--- src/rtl/Op_PKG.sv ---
// rtl/Op_PKG.sv - op record, G-code command constants and handler-select helpers
package Op_PKG;

    localparam int OP_CMD_W = 8;

    localparam logic [OP_CMD_W-1:0] OP_CMD_G00 = 8'd0;
    localparam logic [OP_CMD_W-1:0] OP_CMD_G01 = 8'd1;
    localparam logic [OP_CMD_W-1:0] OP_CMD_G02 = 8'd2;
    localparam logic [OP_CMD_W-1:0] OP_CMD_G03 = 8'd3;
    localparam logic [OP_CMD_W-1:0] OP_CMD_G90 = 8'd90;
    localparam logic [OP_CMD_W-1:0] OP_CMD_G91 = 8'd91;

    typedef struct packed {
        logic [OP_CMD_W-1:0] cmd;
        logic [15:0]         x;
        logic [15:0]         y;
        logic [15:0]         i;
        logic [15:0]         j;
    } Op_st;

    typedef enum logic [1:0] {
        SEL_LIN   = 2'd0,
        SEL_CIRC  = 2'd1,
        SEL_DUMMY = 2'd2
    } OpHandlerSel_e;

    // Mode changes and unknown commands go to the dummy handler.
    function automatic OpHandlerSel_e cmd_to_sel(input logic [OP_CMD_W-1:0] cmd);
        OpHandlerSel_e sel;
        case (cmd)
            OP_CMD_G00, OP_CMD_G01: sel = SEL_LIN;
            OP_CMD_G02, OP_CMD_G03: sel = SEL_CIRC;
            default:                sel = SEL_DUMMY;
        endcase
        return sel;
    endfunction

endpackage

--- src/rtl/op_cmd_decoder.sv ---
// rtl/op_cmd_decoder.sv - combinational cmd decode to handler select and mode flags
module op_cmd_decoder
    import Op_PKG::*;
(
    input  logic [OP_CMD_W-1:0] cmd_i,
    output OpHandlerSel_e       sel_o,
    output logic                is_abs_o,
    output logic                is_rel_o
);

    assign sel_o    = cmd_to_sel(cmd_i);
    assign is_abs_o = (cmd_i == OP_CMD_G90);
    assign is_rel_o = (cmd_i == OP_CMD_G91);

endmodule

--- src/rtl/op_dispatcher.sv ---
// rtl/op_dispatcher.sv - sequences ops into lin/circ/dummy handlers; watchdog under OP_DISPATCH_TIMEOUT_EN
module op_dispatcher
    import Op_PKG::*;
#(
    parameter int CNT_W          = 16,
    parameter int TIMEOUT_CYCLES = 2000000
) (
    input  logic             clk,
    input  logic             reset,
    input  logic             enable,
    input  Op_st             op_in,
    input  logic             op_valid,
    output logic             op_ready,
    output Op_st             op_out,
    output logic             lin_trigger,
    input  logic             lin_done,
    output logic             circ_trigger,
    input  logic             circ_done,
    output logic             dummy_trigger,
    input  logic             dummy_done,
    output logic             abs_mode,
    output logic             busy,
    output logic [CNT_W-1:0] op_count
`ifdef OP_DISPATCH_TIMEOUT_EN
    ,
    output logic             timeout_err
`endif
);

    typedef enum logic [1:0] {ST_IDLE, ST_DISPATCH, ST_WAIT} state_e;

    state_e           state_q, state_d;
    Op_st             op_q, op_d;
    OpHandlerSel_e    sel_q, sel_d;
    logic             is_abs_q, is_abs_d, is_rel_q, is_rel_d;
    logic             abs_q, abs_d;
    logic [CNT_W-1:0] cnt_q, cnt_d;
    logic             blocked;
    logic             sel_done;

    OpHandlerSel_e    dec_sel;
    logic             dec_abs, dec_rel;

    op_cmd_decoder u_dec (
        .cmd_i    (op_in.cmd),
        .sel_o    (dec_sel),
        .is_abs_o (dec_abs),
        .is_rel_o (dec_rel)
    );

`ifdef OP_DISPATCH_TIMEOUT_EN
    localparam int TMO_W = $clog2(TIMEOUT_CYCLES + 1);
    logic [TMO_W-1:0] tmo_q, tmo_d;
    logic             err_q, err_d;
    assign blocked     = err_q;
    assign timeout_err = err_q;
`else
    logic unused_tmo;
    assign unused_tmo = (TIMEOUT_CYCLES == 0);
    assign blocked    = 1'b0;
`endif

    // Done from a handler that was not triggered is ignored.
    always_comb begin
        sel_done = 1'b0;
        case (sel_q)
            SEL_LIN:   sel_done = lin_done;
            SEL_CIRC:  sel_done = circ_done;
            SEL_DUMMY: sel_done = dummy_done;
            default:   sel_done = 1'b0;
        endcase
    end

    always_comb begin
        state_d  = state_q;
        op_d     = op_q;
        sel_d    = sel_q;
        is_abs_d = is_abs_q;
        is_rel_d = is_rel_q;
        abs_d    = abs_q;
        cnt_d    = cnt_q;
`ifdef OP_DISPATCH_TIMEOUT_EN
        tmo_d    = tmo_q;
        err_d    = err_q;
`endif
        case (state_q)
            ST_IDLE: begin
                if (op_valid && enable && !blocked) begin
                    op_d     = op_in;
                    sel_d    = dec_sel;
                    is_abs_d = dec_abs;
                    is_rel_d = dec_rel;
                    state_d  = ST_DISPATCH;
`ifdef OP_DISPATCH_TIMEOUT_EN
                    tmo_d    = '0;
`endif
                end
            end
            ST_DISPATCH: begin
                if (is_abs_q)      abs_d = 1'b1;
                else if (is_rel_q) abs_d = 1'b0;
                if (sel_done) begin
                    cnt_d   = cnt_q + CNT_W'(1);
                    state_d = ST_IDLE;
                end else begin
                    state_d = ST_WAIT;
                end
            end
            ST_WAIT: begin
                if (sel_done) begin
                    cnt_d   = cnt_q + CNT_W'(1);
                    state_d = ST_IDLE;
                end
`ifdef OP_DISPATCH_TIMEOUT_EN
                else if (tmo_q == TMO_W'(TIMEOUT_CYCLES - 1)) begin
                    err_d   = 1'b1;
                    state_d = ST_IDLE;
                end else begin
                    tmo_d = tmo_q + TMO_W'(1);
                end
`endif
            end
            default: state_d = ST_IDLE;
        endcase
    end

    always_ff @(posedge clk) begin
        if (reset) begin
            state_q  <= ST_IDLE;
            op_q     <= '0;
            sel_q    <= SEL_DUMMY;
            is_abs_q <= 1'b0;
            is_rel_q <= 1'b0;
            abs_q    <= 1'b1;
            cnt_q    <= '0;
`ifdef OP_DISPATCH_TIMEOUT_EN
            tmo_q    <= '0;
            err_q    <= 1'b0;
`endif
        end else begin
            state_q  <= state_d;
            op_q     <= op_d;
            sel_q    <= sel_d;
            is_abs_q <= is_abs_d;
            is_rel_q <= is_rel_d;
            abs_q    <= abs_d;
            cnt_q    <= cnt_d;
`ifdef OP_DISPATCH_TIMEOUT_EN
            tmo_q    <= tmo_d;
            err_q    <= err_d;
`endif
        end
    end

    // Gated by reset so triggers drop in the cycle reset is raised.
    assign lin_trigger   = !reset && (state_q == ST_DISPATCH) && (sel_q == SEL_LIN);
    assign circ_trigger  = !reset && (state_q == ST_DISPATCH) && (sel_q == SEL_CIRC);
    assign dummy_trigger = !reset && (state_q == ST_DISPATCH) && (sel_q == SEL_DUMMY);
    assign op_ready      = !reset && (state_q == ST_IDLE) && enable && !blocked;
    assign busy          = (state_q != ST_IDLE);
    assign op_out        = op_q;
    assign abs_mode      = abs_q;
    assign op_count      = cnt_q;

endmodule
--- config.mk ---
export PLATFORM = sky130hd
export DESIGN_NAME = op_dispatcher
export DESIGN_NICKNAME = d
export VERILOG_FILES = /design/src/rtl/Op_PKG.sv /design/src/rtl/op_cmd_decoder.sv /design/src/rtl/op_dispatcher.sv
export SDC_FILE = /design/constraint.sdc
export NUM_CORES = 1
export LEC_CHECK = 0
export ABC_AREA = 1
export CORE_MARGIN = 3
export CORE_UTILIZATION = 25
export CTS_CLUSTER_SIZE = 12
export DETAILED_ROUTE_END_ITERATION = 7
export GPL_TIMING_DRIVEN = 1
export SKIP_LAST_GASP = 1
export SYNTH_ARGS = -nofsm -noshare
export SYNTH_HDL_FRONTEND = slang
export SYNTH_SLANG_ARGS = --single-unit
export TNS_END_PERCENT = 10
--- constraint.sdc ---
create_clock -name clk -period 2.2 [get_ports clk]
set_input_delay 0.33 -clock clk [delete_from_list [all_inputs] [get_ports clk]]
set_output_delay 0.33 -clock clk [all_outputs]
set_load 0.005 [all_outputs]
# Yosys cells after proc, flatten, opt, wreduce, memory -nomap -nowiden
# Index checks and enable logic that the tools add are counted.
[totals] romBits=0 ff_bits=95 mem_bits_rw=0 input_bits=79 memories=0 latch_bits=0
[op_classes] n_eq_ne=11 mul=0 addsub=1 div_mod_pow=0 n_reduce_logical=20 n_bitwise=0 muxes=8 order_cmp=0 shift=0
[ops] op="16-bit by 1-bit adder with 16-bit output, second input constant" n=1
[ops] op="8-bit by 2-bit equality test with 1-bit output, second input constant" n=2
[ops] op="8-bit by 7-bit equality test with 1-bit output, second input constant" n=2
[ops] op="8-bit by 1-bit equality test with 1-bit output, second input constant" n=1
[ops] op="8-bit zero test" n=1
[ops] op="2-bit AND reduction" n=4
[ops] op="1-bit logical AND" n=7
[ops] op="2-bit two-way mux" n=3
[ops] op="2-bit one-hot mux with 3 select lines" n=1
[ops] op="2-bit OR reduction" n=3
[ops] op="2-bit by 1-bit equality test with 1-bit output, second input constant" n=2
[ops] op="2-bit equality test, second input constant" n=2
[ops] op="2-bit zero test" n=2
[ops] op="2-bit inequality test, second input constant" n=2
[ops] op="2-bit one-hot mux with 2 select lines" n=1
[ops] op="2-bit nonzero test" n=2
[ops] op="1-bit one-hot mux with 3 select lines" n=1
[ops] op="1-bit two-way mux" n=2
[ops] op="1-bit zero test" n=1

# Depth between registers and ports, before layout
# Gate-level depths: netlist (run 1).
[depth] ltp_word=4 mapped_depth=9 ltp_nobuf=9

# Hierarchy
# A second synthesis (run 1) with hierarchy kept.
[hier_totals] cells_unflattened=516 hier_area_um2=3842.4
[modules_own_cells] module="op_dispatcher" cells_per_inst=496 area_each_um2=3761.1 n_inst=1 seq_area_each_um2=1901.8
[modules_own_cells] module="op_cmd_decoder" cells_per_inst=20 area_each_um2=81.3 n_inst=1 seq_area_each_um2=0.0

# Least setup slack after synthesis (run 1)
# No wires, ideal clock.
[synth_path] kind="flip-flop to flip-flop" from="register state_q[0]" to="register op_q, in the netlist op_out[64]" slack_ps=844 stages_incl_launch_ff=8 synth_period_minus_slack_ps=1356 required_ps=2085 arrival_ps=1241 n_path_buf=2 cell_sequence="dfxtp_1 inv_1 ha_1 nand3_1 inv_2 buf_4 buf_2 o21a_1"
[synth_between] elab_chain_cells=2
[synth_lines] item="from (decl)" line="op_dispatcher.sv:32" source="state_e state_q, state_d;"
[synth_lines] item="from (signal assigned)" line="op_dispatcher.sv:141" source="state_q <= state_d;"
[synth_lines] item="2-bit zero test" line="op_dispatcher.sv:86" source="case (state_q)"
[synth_lines] item="2-bit AND reduction (no source line)"
[synth_lines] item="to (signal assigned)" line="op_dispatcher.sv:142" source="op_q <= op_d;"
[synth_lines] item="to (decl)" line="op_dispatcher.sv:33" source="Op_st op_q, op_d;"
# Every way passes these cells.
# A chain may end at the register's enable or synchronous reset.

# Worst setup path in the final report (run 1)
[layout_path] from="register state_q[1]" to="output port lin_trigger"
[layout_between] elab_chain_cells=3
[layout_lines] item="2-bit by 1-bit equality test with 1-bit output" line="op_dispatcher.sv:156" source="assign lin_trigger = !reset && (state_q == ST_DISPATCH) && (sel_q == SEL_LIN);"
[layout_lines] item="1-bit logical AND (2 in a row)" line="op_dispatcher.sv:156"
[layout_lines] item="to (decl)" line="op_dispatcher.sv:15" source="output logic lin_trigger,"
# Every way passes these cells.

==> results of run 1 <==
-- cells by family (layout without fill, tap and decap cells) --
family,count (synthesis),count (layout)
AOI/OAI and AO/OA,93,93
and+or+nand+nor,260,260
DFF,95,95
adders and majority gates,4,4
buffers and inverters,48,212
xor gates and xnor gates,4,4
-- stage by stage --
stage               TNS [ps]  cells
floorplan                  0    504
global route           -42.3    848
detailed placement         0    833
finish                     0    848
global placement           0    833
CTS                        0    848
-- state kept, by name, indices dropped and copies added (netlist names) --
| signal | cells |
|---|---|
| is_abs_q | 1 |
| abs_mode | 1 |
| op_count | 16 |
| state_q | 2 |
| sel_q | 2 |
| op_out | 72 |
| is_rel_q | 1 |
-- worst max path at each step --
stage	startpoint	to	slack (ps)	cells after the start
floorplan	state_q[0]	op_out[64]	840	7
global placement	enable	op_ready	350	4
detailed placement	enable	op_ready	360	4
CTS	state_q[1]	dummy_trigger	50	5
global route	state_q[1]	circ_trigger	-30	5
finish	state_q[1]	lin_trigger	120	5
-- cell usage in the layout (no fill, tap or decap), drive strengths merged --
master / netlist / routed
a221o: 1 / 1
nand4: 2 / 2
inv: 20 / 21
dfxtp: 95 / 95
buf: 16 / 6
clkdlybuf4s50: 0 / 171
nor3: 5 / 5
nor2: 42 / 42
a21oi: 85 / 85
xor2: 4 / 4
nand2: 196 / 196
o21bai: 2 / 2
clkinv: 0 / 2
o21ai: 4 / 4
nor3b: 1 / 1
bufinv: 0 / 3
nand3: 14 / 14
ha: 4 / 4
o21a: 1 / 1
clkbuf: 12 / 9
-- worst max-delay path: stages (launching register included) --
cell             delay, ps
dfxtp_1                310
inv_1                   90
ha_2                   220
nand2_1                120
nor3_1                 150
clkdlybuf4s50_1        520
-- layer usage --
| layer | vias up | share of wire [%] | global-route usage (%) |
|---|---|---|---|
| met2 | 130 | 47 | 22.7 |
| met3 | 7 | 11 | 7.50 |
| met5 | - | 0 | 0 |
| met4 | 0 | 1.1 | 3.81 |
| li1 | 1924 | - | - |
| met1 | 1676 | 41 | 16.2 |
-- layout make-up --
class / count / area [um^2]
multi-input cells: 361 / 1600
repair buffers: 177 / 1780
well taps: 180 / 225
inverters: 20 / 77.6
flip-flops and latches: 95 / 1900
fillers: 1436 / 8280
clock buffers: 9 / 225
clock inverters: 6 / 109
-- timing repair --
| action | in CTS | in global routing |
|---|---|---|
| buffers inserted | 0 | 0 |
| endpoints found under the setup margin | 0 | 3 |
| gates resized for setup | 0 | 2 |
-- power breakdown --
group | internal [mW] | switching [mW] | leakage, nW
Clock | 1.10 | 0.651 | 0.166
Sequential | 1.82 | 0.0538 | 0.773
Combinational | 0.386 | 0.320 | 1.20
Total | 3.31 | 1.02 | 2.14
==> flow_summary.toml, run 1 <==
[run_status]
status = "complete, no violations"

[synthesis]
synth_compound_area_share_pct = 12.9
synth_simple_gate_area_share_pct = 27.7
ys_seq_area_share_pct = 51.3
yosys-mux-area-fraction_pct = 0
synth_top_area_cell = "dfxtp_1"
synth_edf_count = 0
ys_types = 25
synthTopCellsByCount = "nand2_1, dfxtp_1, a21oi_1, nor2_1, inv_1"
synth_fa_ha_area_share_pct = 1.35
synth_async_sr_flop_share_pct = 0
syn_area_per_cell_um2 = 7.36
synth_top_family_by_area = "simple AND/OR/NAND/NOR gates"
yosys-top-cells-area = "dfxtp_1, nand2_1, a21oi_1"
ys_ff_latch = 95
synthFlopType = "dfxtp_1"
yosysMostFrequentCell = "nand2_1"
synth_area_um2 = 3710
ys_warn_count = 0
synth_nets = 587
synth_xor_area_share_pct = 0.945
synth_top_area_share_pct = 51.3
synth_cells = 504

[global_route]
grt_max_degree = 84
antenna_found_initial = 0
grt.overflow.total = 0
grt_usage_pct = 14.0
grt_pass1_wl_mm = 18.3
grt_pass1_vias = 3601

[timing]
setup_viol = 0
fin_ws_ps = 117
rsz0062_at_grt = "true"
fin_skew_ps = 5.88
worst_pin_slew_ps = 880
fin_crit_sh_pct = 94.7
hold_viol_final = 0
clock.fmax_mhz = 480
slew_violations = 0
slew_headroom_pct = 41.3
finalHoldWorstSlack_ps = 465
min_period_ps = 2080

[detailed_routing]
wl_per_cell_um = 13.4
ant_nets = 0
vias = 3737
vias_per_cell = 4.41
drtIter0Drc = 167
wirelength_mm = 11.3
drc = 0
drt_pass1_iterations = 4

[power]
vdd_drop_max_mv = 0.484
power_leakage_nw = 2.14
p_per_area_nw_per_um2 = 732
total_power_mw = 4.33

[die]
die_width_um = 128
ios = 173
start_util_pct = 26.1
core_area_um2 = 14200
die_area_um2 = 16300
die_h_um = 128
row_count = 43

[placed_design]
dpl_cell_area_um2 = 5580
port_buffers = 172
hpwl_mm = 8.20
gp_congestion = 0.811
dp_slack_ps = 362

[critical_path]
reg2regPathDepth = 9
path_class = "flop to primary output"
cp-start-kind = "flop"
r2r-start = "state_q[0]"
required_ps = 1870
critPathArrivalTime_ps = 1750
worst-path-max-fanout = 4
regToRegSetupSlack_ps = 580
end_kind = "primary output"
reg2reg_to = "sel_q[0]"

[cts]
hold_buffers = 0
h-tree-depth = 3
clock-root-buffer = "clkbuf_16"
cts-buffers-inserted = 9
cts.sinks = 95
insertion_delay_ps = 340
cts_max_path_buffers = 2
clkTransAtPathRegs_ps = 60
cts_tree = "done"

[finish]
area_growth_pct = 59.7
finish.instance_area_um2 = 5920
antenna_cells = 0
layout.nets = 747
drive_gt1_share_pct = 4.49
fin_util_pct = 41.7

[min_path]
min_from = "op_out[54]"
hold_end = "op_out[54]"
hp-class = "flop to flop"
hold_depth = 2

[job]
cap_violations = 0
Power figures use the tool's default switching activity.
==> inputs of run 2 (changes only) <==
CORE_MARGIN = 8   (was 3)
==> flow_summary.toml, run 2 (synthesized netlist as in run 1, its figures left out) <==
[detailed_routing]
drtIter0Drc = 202
drt_pass1_iterations = 4
vias = 3730
wl_per_cell_um = 14.3
ant_nets = 0
vias_per_cell = 4.37
wirelength_mm = 12.2
drc = 0

[cts]
clkTransAtPathRegs_ps = 60
insertion_delay_ps = 340
cts.sinks = 95
clock-root-buffer = "clkbuf_16"
cts_max_path_buffers = 2
cts_tree = "done"
h-tree-depth = 3
cts-buffers-inserted = 9

[run_status]
status = "complete, no violations"

[power]
p_per_area_nw_per_um2 = 707
p_comb_share_pct = 17.1
p_int_mw = 3.12
total_power_mw = 4.18
switching_share_pct = 25.4
p_sw_mw = 1.06
power_leakage_nw = 2.14
clockPowerShare_pct = 38.1
power_frac_seq_pct = 44.8
vdd_drop_max_mv = 0.411

[timing]
fin_crit_sh_pct = 95.2
final.setup.tns_ps = 0
finalHoldWorstSlack_ps = 309
min_period_ps = 2090
rsz0062_at_grt = "false"
slew_headroom_pct = 44.9
fin_skew_ps = 4.36
slew_violations = 0
clock.fmax_mhz = 477
hold_viol_final = 0
worst_pin_slew_ps = 826
setup_viol = 0

[global_route]
met2_usage_pct = 20.9
use_met1_pct = 14.1
grt_usage_pct = 12.9
grt.overflow.total = 0
grt_max_degree = 77
grt_pass1_wl_mm = 19.2
met3_usage_pct = 7.40
antenna_found_initial = 0
top_usage_layer = "met2"
grt_pass1_vias = 3680

[placed_design]
dp_cells = 837
dpl_cell_area_um2 = 5580
hpwl_mm = 8.97
gp_congestion = 0.844
port_buffers = 172

[min_path]
hp-class = "input port to flop"
min_from = "reset"

[finish]
largest_reg_flops = 72
multiInputGateArea_um2 = 1620
layout.nets = 747
final_cells = 853
layout_common_cells = "nand2_1, clkdlybuf4s50_1, dfxtp_1, a21oi_1, nor2_1"
final_common_cell = "nand2_1"
antenna_cells = 0
drive_gt1_share_pct = 4.78
fillers = 1500
area_growth_pct = 59.5
finish.instance_area_um2 = 5910
regArea_um2 = 1900

[die]
die_area_um2 = 19000
die_width_um = 138
core_area_um2 = 14500
start_util_pct = 25.5
ios = 173
die_h_um = 138
row_count = 44

[critical_path]
critPathArrivalTime_ps = 1760
cpLargestDelayFamily = "buffers and inverters"
r2r-start = "state_q[1]"
required_ps = 1870
end_kind = "primary output"
cp_cell_sequence = "inv_1 -> ha_4 -> nand2_1 -> nor3_2 -> clkdlybuf4s50_1"
cp-start-kind = "flop"
path_class = "flop to primary output"
slowest_stage = "clkdlybuf4s50_1"
max_stage_delay_ps = 540
crit_start = "state_q[1]"
worst-path-buf-inv = 2
worst-path-max-fanout = 4

[job]
cap_violations = 0
-- run 2: layout make-up --
type,count,share of cell area [%]
inverters,20,1.31
repair buffers,177,30.1
clock buffers,11,4.11
well taps,184,3.89
multi-input cells,361,27.4
clock inverters,5,0.952
flip-flops and latches,95,32.2
-- run 2: repair_timing --
item / 4_1_cts / 5_1_grt
hold endpoints to repair: 0 / 0
pin swaps: 0 / 0
setup buffers: 0 / 0
endpoints found under the setup margin: 3 / 3
resized for setup: 2 / 4
hold buffers: 0 / 0
gates cloned: 0 / 0
-- run 2: path summary, 6_finish.rpt --
kind / end / slack (ps) / cells after the start
worst min register to register: op_out[32] / 460 / 2
worst max-delay path: dummy_trigger / 110 / 5
worst max register to register: is_rel_q / 580 / 7
worst min-delay path: op_count[8] / 310 / 2
-- run 2: through the flow --
| stage | setup WS [ps] | util [%] |
|---|---|---|
| 2_1_floorplan | 844 | - |
| 3_3_place_gp | 342 | 38.4 |
| 3_5_place_dp | 326 | 38.4 |
| 4_1_cts | -0.953 | 40.5 |
| 5_1_grt | 16.1 | 40.7 |
| 6_report | 105 | 40.7 |
-- run 2: routing by layer --
metal | vias up | share of wire, %
met1 | 1690 | 41
met5 | - | 0
met3 | 9 | 10
li1 | 1920 | -
met2 | 111 | 48
met4 | 0 | 1.1
-- run 2: power groups by stage --
stage | Sequential [mW] | Combinational, mW | Clock, mW
5_1_grt | 1.89 | 0.790 | 1.72
6_report | 1.87 | 0.715 | 1.59
3_3_place_gp | 1.91 | 0.714 | 0
2_1_floorplan | 1.91 | 0.297 | 0
3_5_place_dp | 1.91 | 0.724 | 0
4_1_cts | 1.87 | 0.726 | 1.65
==> inputs of run 3 (changes only) <==
CAP_MARGIN = 20   (was default)
DONT_BUFFER_PORTS = 1   (was default)
==> flow_summary.toml, run 3 (synthesized netlist as in run 1, its figures left out) <==
[run_status]
status = "complete, no violations"

[min_path]
hold_depth = 1
hp-class = "input port to flop"
hold_end = "op_out[15]"
min_from = "reset"

[critical_path]
slowest_stage = "nor3_1"
end_kind = "primary output"
reg2regPathDepth = 7
required_ps = 1870
r2r-start = "state_q[0]"
cpLargestDelayFamily = "simple AND/OR/NAND/NOR gates"
critPathArrivalTime_ps = 1390
worst-path-max-fanout = 4
cp-start-kind = "flop"
reg2reg_to = "op_out[62]"
max_stage_delay_ps = 320
worst-path-buf-inv = 1
path_class = "flop to primary output"
regToRegSetupSlack_ps = 530
cp_cell_sequence = "inv_1 -> ha_1 -> nand2_1 -> nor3_1"

[die]
start_util_pct = 25.5
die_width_um = 138
die_area_um2 = 19000
core_area_um2 = 14500
ios = 173
row_count = 44
die_h_um = 138

[cts]
cts_max_path_buffers = 2
insertion_delay_ps = 340
hold_buffers = 0
cts.sinks = 95
post_cts_buffers = 0
clock-root-buffer = "clkbuf_16"
cts_tree = "done"
h-tree-depth = 3
clkTransAtPathRegs_ps = 60
cts-buffers-inserted = 9
ctsResizeCount = 0

[timing]
clock.fmax_mhz = 580
worst_pin_slew_ps = 427
finalHoldWorstSlack_ps = 57.0
fin_crit_sh_pct = 78.3
slew_headroom_pct = 71.5
hold_viol_final = 0
rsz0062_at_grt = "false"
final.setup.tns_ps = 0
min_period_ps = 1720
fin_ws_ps = 476
slew_violations = 0
setup_viol = 0
fin_skew_ps = 5.70

[detailed_routing]
drt_pass1_iterations = 4
ant_nets = 0
wirelength_mm = 10.9
drc = 0
vias_per_cell = 4.56
wl_per_cell_um = 16.0
vias = 3094
drtIter0Drc = 161

[global_route]
met2_usage_pct = 17.4
grt_max_degree = 86
grt_pass1_wl_mm = 16.5
grt_pass1_vias = 2923
grt.overflow.total = 0
antenna_found_initial = 0
use_met1_pct = 13.0
grt_usage_pct = 11.4
top_usage_layer = "met2"
met3_usage_pct = 6.67

[placed_design]
dp_slack_ps = 520
port_buffers = 0
dpl_cell_area_um2 = 3870
gp_congestion = 0.769
hpwl_mm = 7.82

[finish]
drive_gt1_share_pct = 5.25
final_common_cell = "nand2_1"
area_growth_pct = 12.5
layout.nets = 574
antenna_cells = 0
finish.instance_area_um2 = 4170
layout_common_cells = "nand2_1, dfxtp_1, a21oi_1, nor2_1, inv_1"
largest_reg_flops = 72

[power]
vdd_drop_max_mv = 0.375
power_leakage_nw = 1.49
p_per_area_nw_per_um2 = 914
total_power_mw = 3.81

[job]
cap_violations = 0
[run 3: changes by cell type in the layout (fill, tap and decap cells not counted), moves of 2 or more]
cell / before / now
nor3_1: 2 / 5
buf_4: 3 / 1
nor3_2: 3 / 0
clkdlybuf4s50_1: 170 / 0
[run 3: worst register-to-register path: stages (launching register included)]
cell	delay, ps
dfxtp_1	320
inv_1	80
ha_1	230
nand3_2	130
inv_2	350
buf_12	250
nand2_1	80
a21oi_1	150
[run 3: layout make-up]
cell class	count	area, um^2
clock inverters	4	45.0
well taps	184	230
flip-flops and latches	95	1900
clock buffers	11	253
repair buffers	4	67.6
multi-input cells	361	1590
fillers	1595	10400
inverters	20	77.6
[run 3: report_power, final]
part / total, mW / leakage, nW / internal, mW / switching (mW)
sequential: 1.90 / 0.773 / 1.82 / 0.0844
combinational: 0.338 / 0.563 / 0.117 / 0.220
clock: 1.57 / 0.151 / 0.931 / 0.639
[run 3: layer usage]
layer	up-vias	part of all wire [%]
met1	1386	39
met4	0	1.1
met3	10	14
met5	-	0
met2	121	46
li1	1577	-
[run 3: how the worst max path moves through the flow]
stage / end / cells past startpoint / startpoint
floorplan: op_out[64] / 7 / state_q[0]
global placement: op_out[49] / 7 / state_q[1]
detailed placement: op_out[62] / 7 / state_q[0]
CTS: dummy_trigger / 4 / state_q[1]
global route: circ_trigger / 4 / state_q[1]
finish: circ_trigger / 4 / state_q[1]
[run 3: stage by stage]
step                      utilization, %  cells
after floorplan                        -    504
after global placement              26.6    664
after detailed placement            26.6    664
after CTS                           28.7    679
after global routing                28.7    679
final                               28.7    679
